File: src/rtl/fetch_stage.sv
// Instruction-fetch stage: PC register, single-outstanding imem fetch FSM,
// one-entry response buffer for decode stalls, and the IF/ID pipeline register.
module fetch_stage #(
   parameter logic [31:0] RESET_PC  = 32'h0000_0000,
   parameter logic [31:0] NOP_INSTR = 32'h0000_0013
) (
   input  logic        clk,
   input  logic        rst,
   input  logic        StallF,
   input  logic        StallD,
   input  logic        FlushD,
   input  logic        PCSrcE,
   input  logic [31:0] PCTargetE,
   output logic        imem_req,
   output logic [31:0] imem_addr,
   input  logic        imem_gnt,
   input  logic        imem_rvalid,
   input  logic [31:0] imem_rdata,
   output logic [31:0] InstrD,
   output logic [31:0] PCD,
   output logic [31:0] PCPlus4D,
   output logic        ValidD
);

   typedef enum logic [1:0] {S_REQ, S_WAIT, S_HOLD} state_t;

   state_t      state_q, state_d;
   logic [31:0] pcf_q, pcf_d;
   logic        kill_q, kill_d;
   logic [31:0] hold_instr_q, hold_instr_d;
   logic [31:0] hold_pc_q, hold_pc_d;
   logic [31:0] ifid_instr_q, ifid_instr_d;
   logic [31:0] ifid_pc_q, ifid_pc_d;
   logic [31:0] ifid_pc4_q, ifid_pc4_d;
   logic        ifid_valid_q, ifid_valid_d;

   logic        req;
   logic        take;
   logic        deliver;
   logic [31:0] dl_instr;
   logic [31:0] dl_pc;
   logic [31:0] pcf_plus4;

   assign pcf_plus4 = pcf_q + 32'd4;
   // Decode can only accept an instruction when it is neither stalled nor flushed.
   assign take      = !StallD && !FlushD;

   // NOTE: every signal written here gets a default first so no path leaves it unassigned (no latches).
   always_comb begin
      state_d      = state_q;
      pcf_d        = pcf_q;
      kill_d       = kill_q;
      hold_instr_d = hold_instr_q;
      hold_pc_d    = hold_pc_q;
      req          = 1'b0;
      imem_addr    = pcf_q;
      deliver      = 1'b0;
      dl_instr     = hold_instr_q;
      dl_pc        = hold_pc_q;

      case (state_q)
         S_REQ: begin
            req = !StallF;
            if (req && imem_gnt) state_d = S_WAIT;
         end
         S_WAIT: begin
            if (imem_rvalid) begin
               if (kill_q) begin
                  kill_d  = 1'b0;
                  state_d = S_REQ;
               end else if (take && !PCSrcE) begin
                  deliver   = 1'b1;
                  dl_instr  = imem_rdata;
                  dl_pc     = pcf_q;
                  pcf_d     = pcf_plus4;
                  req       = !StallF;
                  imem_addr = pcf_plus4;
                  state_d   = (req && imem_gnt) ? S_WAIT : S_REQ;
               end else if (!PCSrcE) begin
                  hold_instr_d = imem_rdata;
                  hold_pc_d    = pcf_q;
                  state_d      = S_HOLD;
               end
            end
         end
         S_HOLD: begin
            if (take) begin
               deliver = 1'b1;
               pcf_d   = pcf_plus4;
               state_d = S_REQ;
            end
         end
         default: state_d = S_REQ;
      endcase

      // A redirect squashes any delivery; an in-flight or just-granted fetch is killed.
      if (PCSrcE) begin
         pcf_d   = PCTargetE;
         deliver = 1'b0;
         if ((state_q == S_WAIT && !imem_rvalid) || (req && imem_gnt)) begin
            state_d = S_WAIT;
            kill_d  = 1'b1;
         end else begin
            state_d = S_REQ;
            kill_d  = 1'b0;
         end
      end
   end

   assign imem_req = req && rst;

   always_comb begin
      ifid_instr_d = ifid_instr_q;
      ifid_pc_d    = ifid_pc_q;
      ifid_pc4_d   = ifid_pc4_q;
      ifid_valid_d = ifid_valid_q;
      if (FlushD || (!StallD && !deliver)) begin
         ifid_instr_d = NOP_INSTR;
         ifid_pc_d    = 32'd0;
         ifid_pc4_d   = 32'd0;
         ifid_valid_d = 1'b0;
      end else if (!StallD) begin
         ifid_instr_d = dl_instr;
         ifid_pc_d    = dl_pc;
         ifid_pc4_d   = dl_pc + 32'd4;
         ifid_valid_d = 1'b1;
      end
   end

   // NOTE: state registers use non-blocking assignments so all flops update together at the edge.
   always_ff @(posedge clk) begin
      if (!rst) begin
         state_q      <= S_REQ;
         pcf_q        <= RESET_PC;
         kill_q       <= 1'b0;
         hold_instr_q <= 32'd0;
         hold_pc_q    <= 32'd0;
         ifid_instr_q <= NOP_INSTR;
         ifid_pc_q    <= 32'd0;
         ifid_pc4_q   <= 32'd0;
         ifid_valid_q <= 1'b0;
      end else begin
         state_q      <= state_d;
         pcf_q        <= pcf_d;
         kill_q       <= kill_d;
         hold_instr_q <= hold_instr_d;
         hold_pc_q    <= hold_pc_d;
         ifid_instr_q <= ifid_instr_d;
         ifid_pc_q    <= ifid_pc_d;
         ifid_pc4_q   <= ifid_pc4_d;
         ifid_valid_q <= ifid_valid_d;
      end
   end

   assign InstrD   = ifid_instr_q;
   assign PCD      = ifid_pc_q;
   assign PCPlus4D = ifid_pc4_q;
   assign ValidD   = ifid_valid_q;

endmodule
File: config.mk
export PLATFORM = sky130hd
export DESIGN_NAME = fetch_stage
export DESIGN_NICKNAME = d
export VERILOG_FILES = /design/src/rtl/fetch_stage.sv
export SDC_FILE = /design/constraint.sdc
export NUM_CORES = 1
export LEC_CHECK = 0
export ABC_AREA = 1
export CAP_MARGIN = 20
export CELL_PAD_IN_SITES_DETAIL_PLACEMENT = 1
export CELL_PAD_IN_SITES_GLOBAL_PLACEMENT = 1
export CORE_MARGIN = 2
export CORE_UTILIZATION = 25
export CTS_CLUSTER_SIZE = 20
export DETAILED_ROUTE_END_ITERATION = 16
export GPL_TIMING_DRIVEN = 0
export PLACE_DENSITY = 0.71
export SYNTH_ARGS = -nofsm -noshare
export SYNTH_HDL_FRONTEND = slang
export SYNTH_SLANG_ARGS = --single-unit
File: constraint.sdc
create_clock -name clk -period 2.8 [get_ports clk]
set_input_delay 0.7 -clock clk [delete_from_list [all_inputs] [get_ports clk]]
set_output_delay 0.7 -clock clk [all_outputs]
set_load 0.005 [all_outputs]
==> qor.tcl <==
set qor(critical_path_arrival_ns) 2.34
set qor(fin_cells) 2331
set qor(grtUsageTotal_pct) 20.9
set qor(worst_setup_path_end_kind) {primary output}
set qor(grt_setup_unrepaired) {true}
set qor(failed_checks) {negative setup slack}
set qor(vdd_ir_drop_max_uv) 330
set qor(min_period_over_period_pct) 108
set qor(die_x_um) 205
set qor(core_area_um2) 39800
set qor(grt_antenna_before_repair) 1
set qor(synth_compound_area_share_pct) 19.5
set qor(setup.reg_to_reg.worst_slack_ns) 0.14
set qor(final.setup.tns_ns) -1.99
set qor(cp.depth) 10
set qor(drt-wirelength-per-cell_um) 19.3
set qor(groute.layer.met2.usage_pct) 34.0
set qor(worstHoldPathCells) 2
set qor(post-place-ws_ns) -1.89
set qor(globalRouteMet3Util_pct) 2.66
set qor(worstSetupEndpoint) {imem_addr[19]}
set qor(postLayoutCoreUtil_pct) 36.3
set qor(postRouteWirelength_mm) 44.9
set qor(avgViaCountPerCell) 4.92
set qor(synthesis.instances) 1510
set qor(cts_tree) {yes}
set qor(hold_buffers) 0
set qor(synthDistinctLibCells) 43
set qor(worstReg2RegStart) {state_q[1]}
set qor(synth.yosys.seq_area_share_pct) 38.4
set qor(critical_path.top_delay_family) {buffers and inverters}
set qor(critPathKind) {input port to primary output}
set qor(antenna_cells) 0
set qor(reg2reg_depth) 21
set qor(tritoncts.num_buffers) 17
set qor(route.antenna.remaining_nets) 0
set qor(gr-total-overflow) 0
set qor(synthAdderAreaFrac_pct) 0.618
set qor(required_ns) 2.10
set qor(clk_slew_on_worst_s_h_paths_ns) 0.08
set qor(cp_num_buf_inv) 4
set qor(remaining_drc_errors) 0
set qor(synth_area_um2) 10100
set qor(report.final.hold_viol_count) 0
set qor(final_nets) 1870
set qor(synth.avg_cell_area_um2) 6.70
set qor(syn2layout_area_growth_pct) 43.1
set qor(grt_use_met1_pct) 28.5
set qor(die_area_um2) 42100
set qor(port_buffers) 198
set qor(numClockSinks) 194
set qor(timing.critical_path.cells) {clkdlybuf4s15_2, nor2_8, nand3_4, buf_12, buf_4, nor3_4, nand2_2, nor2_2, xor2_1, buf_2}
set qor(synth_simple_gate_area_share_pct) 27.3
set qor(max-slew-margin-rel_pct) 47.4
set qor(synthesis.nets) 1587
set qor(cp_slowest_stage_delay_ns) 0.28
set qor(setup_viol_count_final) 19
set qor(fin_worst_skew_ns) 0.0142
set qor(max_clock_freq_mhz) 329
set qor(worst_hold_path_type) {flip-flop to flip-flop}
set qor(outcome) {finished, violations left}
set qor(fin_crit_ns) 3.04
set qor(post_route_cells_drive_above_1_share_pct) 17.3
set qor(clock_root_cell) {clkbuf_16}
set qor(critical_path.reg2reg.endpoint) {PCPlus4D[30]}
set qor(ys_ff_latch) 194
set qor(gr-max-usage-layer) {met2}
set qor(drt_iter0_markers) 738
set qor(num_vias) 11500
set qor(final-max-slew-violation-count) 0
set qor(die-height_um) 205
set qor(worstSkewPairLatency_ns) 0.46
set qor(grt_max_degree) 19
set qor(io_pins) 202
set qor(cellLeakagePower_nw) 5.95
set qor(gp_routability_congestion) 0.885
set qor(critical_path.startpoint_type) {input port}
set qor(dpl.cell_count) 2233
set qor(via_count_of_the_first_global_routing_pass) 11300
set qor(yosys_warnings) 0
set qor(crit_fanout) 5
set qor(dominant_combinational_cell_family_by_area_after_synthesis) {simple AND/OR/NAND/NOR gates}
set qor(cap_violations) 0
set qor(hpwlAfterDp_mm) 33.3
set qor(post-route-worst-setup-slack_ns) -0.235
set qor(worstSetupStartpoint) {FlushD}
set qor(cpMaxStageDelayCell) {clkdlybuf4s15_2}
set qor(row_count) 73
set qor(power_density_nw_per_um2) 490
set qor(drt-pass1-iter-count) 5
set qor(tightest_slew_ns) 0.790
set qor(post_synth_mux_area_share_pct) 0.989
set qor(cts-htree-levels) 4
set qor(floorplan.initialDensity_pct) 25.4
set qor(wire_length_of_the_first_global_routing_pass_mm) 67.1
set qor(yosys.area_share.xor_xnor_pct) 2.51
set qor(cts.path.max_buffers) 2
-- worst min-delay path, cell delays in order (launching register included) --
cell and delay (ns):
dfxtp_1 0.30, inv_1 0.06, a21oi_1 0.05
-- logic make-up (layout without fill, tap and decap cells) --
group | after synthesis | in the layout
compound gates | 355 | 355
xor+xnor | 29 | 29
fa+ha+maj | 5 | 5
buf+inv | 261 | 557
flops | 194 | 194
mux | 10 | 10
simple gates | 656 | 656
-- final cells by class --
type | count | area, um^2
inverters | 166 | 642
fillers | 5022 | 25300
repair buffers | 274 | 2490
clock buffers | 20 | 467
plain buffers | 85 | 487
flip-flops and latches | 194 | 3950
multi-input cells | 1055 | 5660
clock inverters | 12 | 121
well taps | 525 | 657
-- layer usage --
layer,part of all wire (%),vias up
met5,0.031,-
met4,2.6,2
met3,5.0,62
met2,47,333
met1,46,5583
li1,-,5477
-- Yosys cell counts, drive strengths merged --
cell / number / area (um^2)
nor2: 221 / 906
o211ai: 8 / 60.1
ha: 5 / 62.6
nand4: 36 / 225
dfxtp: 194 / 3880
or2: 1 / 6.26
mux2i: 10 / 100
nor3: 15 / 86.3
a21oi: 124 / 658
o31ai: 2 / 15.0
xnor2: 2 / 17.5
o21bai: 2 / 15.0
a32oi: 1 / 8.76
clkinv: 4 / 15.0
inv: 162 / 608
buf: 34 / 224
clkbuf: 61 / 230
a22oi: 3 / 22.5
nand3: 56 / 293
a211oi: 36 / 270
o21ai: 165 / 830
xor2: 27 / 236
a41oi: 1 / 8.76
o22ai: 3 / 18.8
a221oi: 1 / 8.76
a22o: 2 / 17.5
nand2: 322 / 1210
nor4: 5 / 31.3
a31oi: 7 / 43.8
-- worst min-delay path by stage --
stage               endpoint          start
2_1_floorplan  hold_pc_q[31]  hold_pc_q[31]
3_5_place_dp   hold_pc_q[31]  hold_pc_q[31]
5_1_grt        hold_pc_q[31]  hold_pc_q[31]
6_report       hold_pc_q[25]  hold_pc_q[25]
3_3_place_gp   hold_pc_q[31]  hold_pc_q[31]
4_1_cts        hold_pc_q[31]  hold_pc_q[31]
-- stage by stage --
stage,area [um^2],hold slack [ns],power [mW]
floorplan,10200,0.425,3.75
global placement,12800,0.437,4.38
detailed placement,12800,0.447,4.41
CTS,14200,0.458,7.03
global route,14500,0.481,7.36
finish,14500,0.455,7.09
-- power by group --
part	switching, mW	internal, mW
sequential	0.177	2.91
combinational	0.891	0.540
clock	1.25	1.32
-- flip-flops by register name, summed over array words and instances, names as in the netlist --
signal,flops
kill_q,1
PCPlus4D,30
hold_instr_q,32
ValidD,1
state_q,2
pcf_q,32
hold_pc_q,32
InstrD,32
PCD,32
-- repair_timing --
action	CTS	global route
gates resized for setup	266	71
pin swaps	31	19
gates cloned	0	0
buffers inserted	55	21
endpoints found under the setup margin	122	41
-- layout by cell type, fill, tap and decap left out, types with 10 or more instances in the layout --
cell | netlist | routed
inv_1 | 160 | 153
nand2_2 | 2 | 14
mux2i_1 | 10 | 10
o21ai_2 | 1 | 12
clkdlybuf4s50_1 | 0 | 165
xor2_2 | 0 | 12
xor2_1 | 27 | 15
buf_4 | 7 | 65
nor2_4 | 2 | 19
clkbuf_1 | 60 | 52
nor2_1 | 211 | 189
dfxtp_4 | 0 | 14
buf_2 | 20 | 44
a21oi_2 | 10 | 11
a211oi_1 | 36 | 36
nand2_1 | 320 | 300
nand4_1 | 36 | 36
nand3_1 | 55 | 52
clkbuf_16 | 0 | 18
nor2_2 | 5 | 10
o21ai_0 | 156 | 148
a21oi_1 | 114 | 113
buf_6 | 6 | 14
dfxtp_1 | 194 | 170
dfxtp_2 | 0 | 10
Power figures use the tool's default switching activity.
